### src/rtl/spi_master_n_if.sv
// spi_master_n_if: request/response and serial-line bundle for spi_master_n.
// The master modport is the controller's view; slave is the requester/pad side.
interface spi_master_n_if #(
  parameter int DATA_W = 8,
  parameter int NUM_CS = 2
);
  logic              start;
  logic [2:0]        cs_sel;
  logic              polarity;
  logic              phase;
  logic              lsb_first;
  logic [DATA_W-1:0] data_wr;
  logic              miso;
  logic              spi_clk;
  logic              mosi;
  logic [NUM_CS-1:0] cs_n;
  logic [DATA_W-1:0] data_rd;
  logic              busy;
  logic              done;
  logic [1:0]        state;
  logic [5:0]        count;

  modport master (
    input  start, cs_sel, polarity, phase, lsb_first, data_wr, miso,
    output spi_clk, mosi, cs_n, data_rd, busy, done, state, count
  );

  modport slave (
    output start, cs_sel, polarity, phase, lsb_first, data_wr, miso,
    input  spi_clk, mosi, cs_n, data_rd, busy, done, state, count
  );
endinterface

### src/rtl/spi_master_n.sv
// spi_master_n: single-word SPI master with selectable CPOL/CPHA/bit order.
// Optional macro SPI_MASTER_N_LOOPBACK_EN: receive shifter samples the internal
// mosi instead of the miso pin.
//
// state | meaning
// IDLE  | waiting for start; spi_clk tracks polarity input, mosi low
// SETUP | chip select asserted, CLK_DIV cycles before the first edge
// XFER  | 2*DATA_W spi_clk edges, one per CLK_DIV cycles
// HOLD  | chip select still asserted for CLK_DIV cycles
module spi_master_n #(
  parameter int DATA_W  = 8,
  parameter int CLK_DIV = 2,
  parameter int NUM_CS  = 2
) (
  input  logic          clk,
  input  logic          reset,
  spi_master_n_if.master bus
);
  typedef enum logic [1:0] {IDLE = 2'd0, SETUP = 2'd1, XFER = 2'd2, HOLD = 2'd3} state_t;

  localparam int DIV_W = $clog2(CLK_DIV) + 1;
  localparam logic [DIV_W-1:0] DIV_RELOAD = DIV_W'(CLK_DIV - 1);

  state_t            st;
  logic [DIV_W-1:0]  div_cnt;
  logic [6:0]        edge_left;
  logic [DATA_W-1:0] tx_sh;
  logic [DATA_W-1:0] rx_sh;
  logic              pol_q, pha_q, lsb_q;
  logic              sclk_q, mosi_q, busy_q, done_q;
  logic [NUM_CS-1:0] cs_q;
  logic [DATA_W-1:0] rd_q;
  logic [5:0]        cnt_q;
  logic              accept, tick, leading, sample_ev, shift_ev, rx_bit;

  function automatic logic pick(input logic [DATA_W-1:0] w, input logic lsb);
    return lsb ? w[0] : w[DATA_W-1];
  endfunction

  function automatic logic [DATA_W-1:0] shift_out(input logic [DATA_W-1:0] w, input logic lsb);
    return lsb ? (w >> 1) : (w << 1);
  endfunction

  function automatic logic [DATA_W-1:0] shift_in(input logic [DATA_W-1:0] w, input logic b,
                                                 input logic lsb);
    return lsb ? {b, w[DATA_W-1:1]} : {w[DATA_W-2:0], b};
  endfunction

  // Out-of-range chip selects are dropped at the door.
  assign accept    = bus.start && (32'(bus.cs_sel) < NUM_CS);
  // The next edge is a leading one when spi_clk still sits at idle level.
  assign tick      = (st == XFER) && (div_cnt == '0);
  assign leading   = (sclk_q == pol_q);
  assign sample_ev = tick && (leading ^ pha_q);
  assign shift_ev  = tick && !(leading ^ pha_q);

`ifdef SPI_MASTER_N_LOOPBACK_EN
  assign rx_bit = mosi_q;
`else
  assign rx_bit = bus.miso;
`endif

  // Sequencer, shifters and all registered outputs.
  always_ff @(posedge clk or negedge reset) begin
    if (!reset) begin
      st        <= IDLE;
      div_cnt   <= '0;
      edge_left <= '0;
      tx_sh     <= '0;
      rx_sh     <= '0;
      pol_q     <= 1'b0;
      pha_q     <= 1'b0;
      lsb_q     <= 1'b0;
      sclk_q    <= 1'b0;
      mosi_q    <= 1'b0;
      busy_q    <= 1'b0;
      done_q    <= 1'b0;
      cs_q      <= '1;
      rd_q      <= '0;
      cnt_q     <= '0;
    end else begin
      done_q <= 1'b0;
      unique case (st)
        IDLE: begin
          sclk_q <= bus.polarity;
          mosi_q <= 1'b0;
          if (accept) begin
            st        <= SETUP;
            busy_q    <= 1'b1;
            pol_q     <= bus.polarity;
            pha_q     <= bus.phase;
            lsb_q     <= bus.lsb_first;
            cs_q      <= ~(NUM_CS'(1) << bus.cs_sel);
            div_cnt   <= DIV_RELOAD;
            edge_left <= 7'(2 * DATA_W);
            cnt_q     <= 6'(DATA_W);
            rx_sh     <= '0;
            // CPHA=0 presents the first bit before the first edge.
            if (bus.phase) begin
              tx_sh  <= bus.data_wr;
            end else begin
              tx_sh  <= shift_out(bus.data_wr, bus.lsb_first);
              mosi_q <= pick(bus.data_wr, bus.lsb_first);
            end
          end
        end
        SETUP: begin
          if (div_cnt == '0) begin
            st      <= XFER;
            div_cnt <= DIV_RELOAD;
          end else begin
            div_cnt <= div_cnt - 1'b1;
          end
        end
        XFER: begin
          if (div_cnt == '0) begin
            div_cnt   <= DIV_RELOAD;
            sclk_q    <= ~sclk_q;
            edge_left <= edge_left - 1'b1;
            if (sample_ev) begin
              rx_sh <= shift_in(rx_sh, rx_bit, lsb_q);
              cnt_q <= cnt_q - 1'b1;
            end
            if (shift_ev) begin
              mosi_q <= pick(tx_sh, lsb_q);
              tx_sh  <= shift_out(tx_sh, lsb_q);
            end
            if (edge_left == 7'd1) begin
              st     <= HOLD;
              mosi_q <= 1'b0;
            end
          end else begin
            div_cnt <= div_cnt - 1'b1;
          end
        end
        HOLD: begin
          if (div_cnt == '0) begin
            st     <= IDLE;
            busy_q <= 1'b0;
            done_q <= 1'b1;
            cs_q   <= '1;
            rd_q   <= rx_sh;
          end else begin
            div_cnt <= div_cnt - 1'b1;
          end
        end
        default: st <= IDLE;
      endcase
    end
  end

  assign bus.spi_clk = sclk_q;
  assign bus.mosi    = mosi_q;
  assign bus.cs_n    = cs_q;
  assign bus.data_rd = rd_q;
  assign bus.busy    = busy_q;
  assign bus.done    = done_q;
  assign bus.state   = st;
  assign bus.count   = cnt_q;
endmodule

### src/flat_wrapper.sv
// flat-port wrapper written by rule: the top's interface ports become plain ports
module spi_master_n_flat 
#(
  parameter int DATA_W  = 8,
  parameter int CLK_DIV = 2,
  parameter int NUM_CS  = 2
)
  (clk, reset, bus_start, bus_cs_sel, bus_polarity, bus_phase, bus_lsb_first, bus_data_wr, bus_miso, bus_spi_clk, bus_mosi, bus_cs_n, bus_data_rd, bus_busy, bus_done, bus_state, bus_count);
  spi_master_n_if #(.DATA_W(DATA_W), .NUM_CS(NUM_CS)) bus_i ();
  input  logic clk;
  input  logic reset;
  input wire logic [$bits(bus_i.start)-1:0] bus_start;
  input wire logic [$bits(bus_i.cs_sel)-1:0] bus_cs_sel;
  input wire logic [$bits(bus_i.polarity)-1:0] bus_polarity;
  input wire logic [$bits(bus_i.phase)-1:0] bus_phase;
  input wire logic [$bits(bus_i.lsb_first)-1:0] bus_lsb_first;
  input wire logic [$bits(bus_i.data_wr)-1:0] bus_data_wr;
  input wire logic [$bits(bus_i.miso)-1:0] bus_miso;
  output wire logic [$bits(bus_i.spi_clk)-1:0] bus_spi_clk;
  output wire logic [$bits(bus_i.mosi)-1:0] bus_mosi;
  output wire logic [$bits(bus_i.cs_n)-1:0] bus_cs_n;
  output wire logic [$bits(bus_i.data_rd)-1:0] bus_data_rd;
  output wire logic [$bits(bus_i.busy)-1:0] bus_busy;
  output wire logic [$bits(bus_i.done)-1:0] bus_done;
  output wire logic [$bits(bus_i.state)-1:0] bus_state;
  output wire logic [$bits(bus_i.count)-1:0] bus_count;
  assign bus_i.start = bus_start;
  assign bus_i.cs_sel = bus_cs_sel;
  assign bus_i.polarity = bus_polarity;
  assign bus_i.phase = bus_phase;
  assign bus_i.lsb_first = bus_lsb_first;
  assign bus_i.data_wr = bus_data_wr;
  assign bus_i.miso = bus_miso;
  assign bus_spi_clk = bus_i.spi_clk;
  assign bus_mosi = bus_i.mosi;
  assign bus_cs_n = bus_i.cs_n;
  assign bus_data_rd = bus_i.data_rd;
  assign bus_busy = bus_i.busy;
  assign bus_done = bus_i.done;
  assign bus_state = bus_i.state;
  assign bus_count = bus_i.count;
  spi_master_n #(.DATA_W(DATA_W), .CLK_DIV(CLK_DIV), .NUM_CS(NUM_CS)) u_core (.clk(clk), .reset(reset), .bus(bus_i));
endmodule
### config.mk
export PLATFORM = sky130hd
export DESIGN_NAME = spi_master_n_flat
export DESIGN_NICKNAME = d
export VERILOG_FILES = /design/src/rtl/spi_master_n_if.sv /design/src/rtl/spi_master_n.sv /design/src/flat_wrapper.sv
export SDC_FILE = /design/constraint.sdc
export NUM_CORES = 1
export LEC_CHECK = 0
export ABC_AREA = 0
export BUFFER_PORTS_ARGS = -buffer_cell sky130_fd_sc_hd__buf_2
export CORE_ASPECT_RATIO = 0.9
export CORE_UTILIZATION = 52
export CTS_CLUSTER_DIAMETER = 100
export CTS_CLUSTER_SIZE = 40
export DETAILED_ROUTE_END_ITERATION = 10
export HOLD_SLACK_MARGIN = 0.06
export PLACE_DENSITY = 0.78
export SETUP_SLACK_MARGIN = 0.4
export SLEW_MARGIN = 5
export SYNTH_ARGS = -nofsm -noshare
export SYNTH_HDL_FRONTEND = slang
export SYNTH_SLANG_ARGS = --single-unit
### constraint.sdc
create_clock -name clk -period 1.9 [get_ports clk]
set_clock_uncertainty 0.2 [all_clocks]
set_input_delay 0.095 -clock clk [delete_from_list [all_inputs] [get_ports clk]]
set_output_delay 0.095 -clock clk [all_outputs]
set_load 0.02 [all_outputs]
### Yosys cells after proc, flatten, opt, wreduce, memory -nomap -nowiden

Cells that the tools add are included.

| cells by class | value |
|---|---|
| add/sub/neg operators | 3 |
| multipliers | 0 |
| divide/modulo/power cells | 0 |
| $lt $le $gt $ge | 1 |
| equality and inequality tests | 14 |
| shift-type cells | 1 |
| mux-type cells | 46 |
| bitwise logic cells | 3 |
| reduce and logical (&&, ||, !) cells | 20 |

Operators by type and width:

| operator | number |
|---|---|
| $mux 8 | 10 |
| $pmux 8 s2 | 2 |
| $mux 2 | 9 |
| $mux 6 | 3 |
| $mux 7 | 2 |
| $pmux 7 s2 | 1 |
| $mux 1 | 12 |
| $pmux 6 s2 | 1 |
| $ne 2x1->1 const B | 5 |
| $reduce_and 3->1 | 3 |
| $pmux 2 s4 | 1 |
| $reduce_and 2->1 | 4 |
| $reduce_and 4->1 | 2 |
| $eq 7x1->1 const B | 1 |
| $sub 7x1->7 const B | 1 |
| $ne 2x2->1 const B | 3 |
| $pmux 1 s2 | 3 |
| $pmux 2 s3 | 1 |
| $sub 6x1->6 const B | 1 |
| $reduce_and 5->1 | 1 |
| $eq 2x2->1 const B | 2 |
| $logic_and 1x1->1 | 4 |
| $logic_not 2->1 | 2 |
| $pmux 2 s2 | 1 |
| 12 further kinds | 13 |

| word-level totals | value |
|---|---|
| flip-flop bits (word level) | 50 |
| bits in latches | 0 |
| RAM bits | 0 |
| memory bits (read-only) | 0 |
| output and inout port bits | 22 |
| logic and storage cells | 103 |
| memories kept | 0 |

### Logic depth before layout (Yosys ltp)

| depth | value |
|---|---|
| depth after elaboration | 8 |
| depth in mapped cells | 8 |

### Worst setup path before layout

Ideal clock, no wire load.

| timing | value |
|---|---|
| kind | register -> register |
| start point | reg u_core.st[0] (netlist: u_core.bus.state[0]) |
| end point | reg u_core.st[1] (netlist: u_core.bus.state[1]) |
| arrival time | 1.786 ns |
| setup slack | -0.211 ns |
| stages on the path, launching flop included | 8 |
| buffers on the path | 1 |
| cells stage by stage | dfrtp_1 > inv_1 > ha_1 > buf_4 > inv_1 > a31oi_1 > a211oi_1 > mux2_2 |

| on the way | value |
|---|---|
| word-level cells in the longest chain between the ends | 3 |
| elaborated cells between the ends (all ways) | 11 |
| classes of those cells | eq/ne: 8; mux: 1; reduce/logical: 2 |

RTL lines:

| item | line | source |
|---|---|---|
| start: declaration | spi_master_n.sv:24 | `state_t st;` |
| start signal: assignment | spi_master_n.sv:66 | `st <= IDLE;` |
| start signal: assignment | spi_master_n.sv:88 | `st <= SETUP;` |
| start signal: assignment | spi_master_n.sv:109 | `st <= XFER;` |
| $eq 2x2->1 (tied with other cells) | spi_master_n.sv:83 | `unique case (st)` |
| $ne 2x2->1 (no line) / $ne 2x1->1 (equally long branches) | -- |  |
| $reduce_and 5->1 (no line) | -- |  |

Several ways; a longest one is shown, not always the timed one.
A chain may end at the register's enable or synchronous reset.

### Worst setup path in the final report

| timing | value |
|---|---|
| start point | reg u_core.st[1] (netlist: u_core.bus.state[1]) |
| end point | reg u_core.st[1] (netlist: u_core.bus.state[1]) |

Same word-level chain as after synthesis.

==> summary.txt <==
Layout
  • Area of the multi-input gates: ~1800 sq um
  • N_diodes: 0
  • NumNets Final: about 400
  • Share of the core filled with cells in the final layout: 0.7850
  • Fraction of layout instances using a drive strength above 1: 0.4142
  • Filler Cell Count: slightly above 300
  • Total area of sequential cells: 1256 sq um
  • Post-layout instance area: approximately 4100 sq um
  • Area grow syn2layout: 46.01%

Run status
  • Violations in the final reports: setup timing
  • Status: finished with violations

Timing
  • Final WS setup: -0.08851 ns
  • Final worst hold slack: approximately 0.1 ns
  • Rel. slew slack: 0.6945
  • Final critical-path required period: ~2 ns
  • Share of the cycle needed by the critical path after routing: 1.047
  • Finish-stage setup viols: 14
  • Final hold violation count: 0
  • Transition time of the tightest slew-check pin: approximately 0.46 ns
  • Timing-limited maximum frequency: between 0.5 and 0.6 GHz
  • Unrepaired setup endpoints after global routing: true
  • Sum Neg Setup Slack: -0.4483 ns
  • Final max-slew violation count: 0

Pwr
  • Switching share of total power: 0.4439
  • Share of power burned in registers: 0.226
  • Comb power frac: 0.658
  • Overall power: roughly 0.008 W
  • Clock share of power: 0.117
  • NetSw: 0.003549 W
  • Total power per unit cell area: between 1500 and 2000 nW/um^2
  • Worst IR Drop VDD: ~0.0013 V
  • Pleak: 1.954 nW
  • Internal cell power: roughly 0.0044 W

Logic synthesis
  • Share of Yosys cell area claimed by the top area cell type: 0.4252
  • Cell Area, Synth: roughly 2800 sq um
  • Count leader, synth: dfrtp_1
  • Leading post-synthesis cells by cell area: dfrtp_1 (43%), mux2i_1 (11%), mux2_2 (5.6%)
  • Ys async rst share: 1.000
  • Net count after synthesis: just over 300
  • Number of standard cells after synthesis: about 280
  • Synth cell count leaders: dfrtp_1 (48), mux2i_1 (30), nand2_1 (29), o21ai_0 (23), nor2_1 (22)
  • Post-synthesis area per instance: roughly 9.9 sq um
  • Total of warnings raised by yosys: 0
  • Register bit total from synthesis: 50
  • Yosys top cell by area: dfrtp_1
  • Sequential area share after synthesis: 0.4438
  • Number of distinct library cells after synthesis: between 40 and 50
  • Main synth FF type: dfrtp_1
  • EDFF count, synth: 0

Route
  • DRT iter0 DRCs: a little over 300
  • Detailed-routing iteration count for the pre-antenna-repair pass: 5
  • DRT Wirelength: around 9.4 mm
  • Number of routed nets with antenna violations: 0
  • Routed length per placed instance: approximately 21 microns
  • Vias: around 2,700
  • Vias per std cell: roughly 6.1
  • DRC errors left: 0

Place
  • Cell Area, Placed: around 3300 sq um
  • Number of buffers added on ports: 39
  • Placer's final routability congestion estimate: 0.7931
  • Detailed placer's ending HPWL: between 4 and 5 mm

Clock network
  • Clock buffers created by TritonCTS: 5
  • Number of sinks driven by the clock tree: 50
  • Clock tree from TritonCTS: built
  • Clock root buffer: clkbuf_8
  • Bufs on Longest Clock Path: 2
  • Clock slew seen by the registers of the worst setup and hold paths: roughly 0.10 ns
  • # H-tree levels: 2
  • Later-pin clock latency in the skew report: between 0.3 and 0.4 ns

Die
  • Chip height: between 70 and 80 microns
  • Die area: ~5700 sq um
  • Chip width: about 80 microns
  • Top-Level Pins: 40
  • Row count: 25
  • Starting Density: 0.5376
  • Total core area: approximately 5300 sq um

Hold path
  • Terminating pin of the worst hold path: u_core.tx_sh[1]$_DFFE_PN0P_
  • Start point of the worst hold path: bus_data_wr[1]
  • Type of the worst min-delay path: input pin to flop
  • Hold Path Depth: 5

Setup path
  • Startpoint of the most critical setup path: u_core.bus.state[1]$_DFFE_PN0P_
  • CP endpoint kind: flop
  • Worst EP arrival: 2.00 ns
  • Reg2Reg Launch Point: u_core.bus.state[1]$_DFFE_PN0P_
  • Worst-path maximum fanout: 6
  • Worst-case register-to-register setup slack: -0.09 ns
  • Kind of start point of the critical path: flop
  • Required time worst endpoint: 1.91 ns
  • Critical path type: flop to flop
  • Reg-to-reg critical path endpoint: u_core.bus.state[1]$_DFFE_PN0P_
  • Worst r2r path cells: 5

Global routing
  • Residual overflow from global routing: 0
  • Antenna violations before repair: 0
  • Global router's overall resource usage: 0.3093
  • Number of global-route vias before repair: 2,643
  • Largest net degree at the start of global routing: 37
  • Wire length of the first global-routing pass: roughly 13 mm

Job
  • MaxCap Viol Count: 0
==> what timing repair did <==
item | in CTS | in global routing
resized for setup | 62 | 20
endpoints found under the hold margin | 63 | 1
pin swaps | 15 | 6
buffers inserted | 23 | 4
hold buffers | 11 | 3
cloned | 2 | 1
setup endpoints to repair | 49 | 49
==> cell usage in the layout (no fill, tap or decap), types with 6 or more instances in the layout <==
master          n
o21ai_0        11
nor3_1          6
buf_2          39
buf_6          19
o31ai_1         8
inv_1          14
nand2_1        25
mux2_4         14
nor2_1         20
o21ai_1        10
buf_4          23
dlygate4sd3_1  14
a21oi_1        14
dfrtp_1        46
mux2i_1        29
==> final cells by class <==
type	instances	area share
flip-flops and latches	50	0.3045
well taps	67	0.02032
multi-input cells	203	0.4313
clock buffers	5	0.01668
inverters	19	0.01850
clock inverters	3	0.01668
repair buffers	99	0.1920
==> state kept, by name, indices dropped and copies added (netlist names) <==
register and flops:
u_core.bus.done 1, u_core.lsb_q 1, u_core.bus.mosi 1, u_core.edge_left 7, u_core.bus.data_rd 8, u_core.bus.state 2
u_core.bus.count 6, u_core.bus.busy 1, u_core.tx_sh 8, u_core.pha_q 1, u_core.pol_q 1, u_core.bus.cs_n 2
u_core.bus.spi_clk 1, u_core.rx_sh 8, u_core.div_cnt 2
==> through the flow <==
| stage | cells | setup slack [ns] |
|---|---|---|
| floorplan | 284 | -0.000002442 |
| global placement | 394 | 0.05217 |
| detailed placement | 394 | -0.03159 |
| CTS | 438 | 0.008753 |
| global route | 446 | -0.09578 |
| finish | 446 | -0.08851 |
==> worst max-delay path, cell delays in order (launching register included) <==
cell and delay [ns]:
dfrtp_2 0.49, ha_4 0.24, inv_2 0.21, a31oi_4 0.09, a211oi_4 0.31, mux2_4 0.34
==> cell families after synthesis <==
| kind of cell | synth area share |
|---|---|
| AO/OA/AOI/OAI | 0.1652 |
| buffers and inverters | 0.05269 |
| AND/OR/NAND/NOR | 0.1196 |
| flip-flops | 0.4438 |
| XOR/XNOR | 0.01151 |
| multiplexers | 0.1674 |
| adder cells (fa/ha/maj) | 0.03986 |
==> metal layers <==
metal | track usage | up-vias | part of all wire | wire (microns)
li1 | - | 1198 | - | -
met3 | 0.06541 | 46 | 0.072 | 672
met5 | 0 | - | 0 | 0
met4 | 0.1455 | 0 | 0.056 | 524
met1 | 0.3952 | 1324 | 0.40 | 3716
met2 | 0.5043 | 171 | 0.48 | 4452
==> worst max-delay path by stage <==
| stage | endpoint | slack (ns) | cells past startpoint |
|---|---|---|---|
| 6_report | u_core.bus.state[1]$_DFFE_PN0P_ | -0.09 | 5 |
| 3_5_place_dp | u_core.bus.state[1]$_DFFE_PN0P_ | -0.03 | 6 |
| 4_1_cts | u_core.bus.count[4]$_DFFE_PN0P_ | 0.009 | 7 |
| 2_1_floorplan | u_core.tx_sh[7]$_DFFE_PN0P_ | -0.000002 | 7 |
| 3_3_place_gp | u_core.edge_left[6]$_DFFE_PN0P_ | 0.05 | 7 |
| 5_1_grt | u_core.bus.state[0]$_DFFE_PN0P_ | -0.1 | 7 |
==> power groups by stage <==
stage	Sequential, W	Combinational [W]	Clock (W)
4_1_cts	0.00176	0.00449	0.000923
3_3_place_gp	0.00175	0.00315	0
3_5_place_dp	0.00177	0.00325	0
5_1_grt	0.00184	0.00547	0.000981
2_1_floorplan	0.00184	0.00238	0
6_report	0.00181	0.00526	0.000932
(Power assumes the default switching activity.)
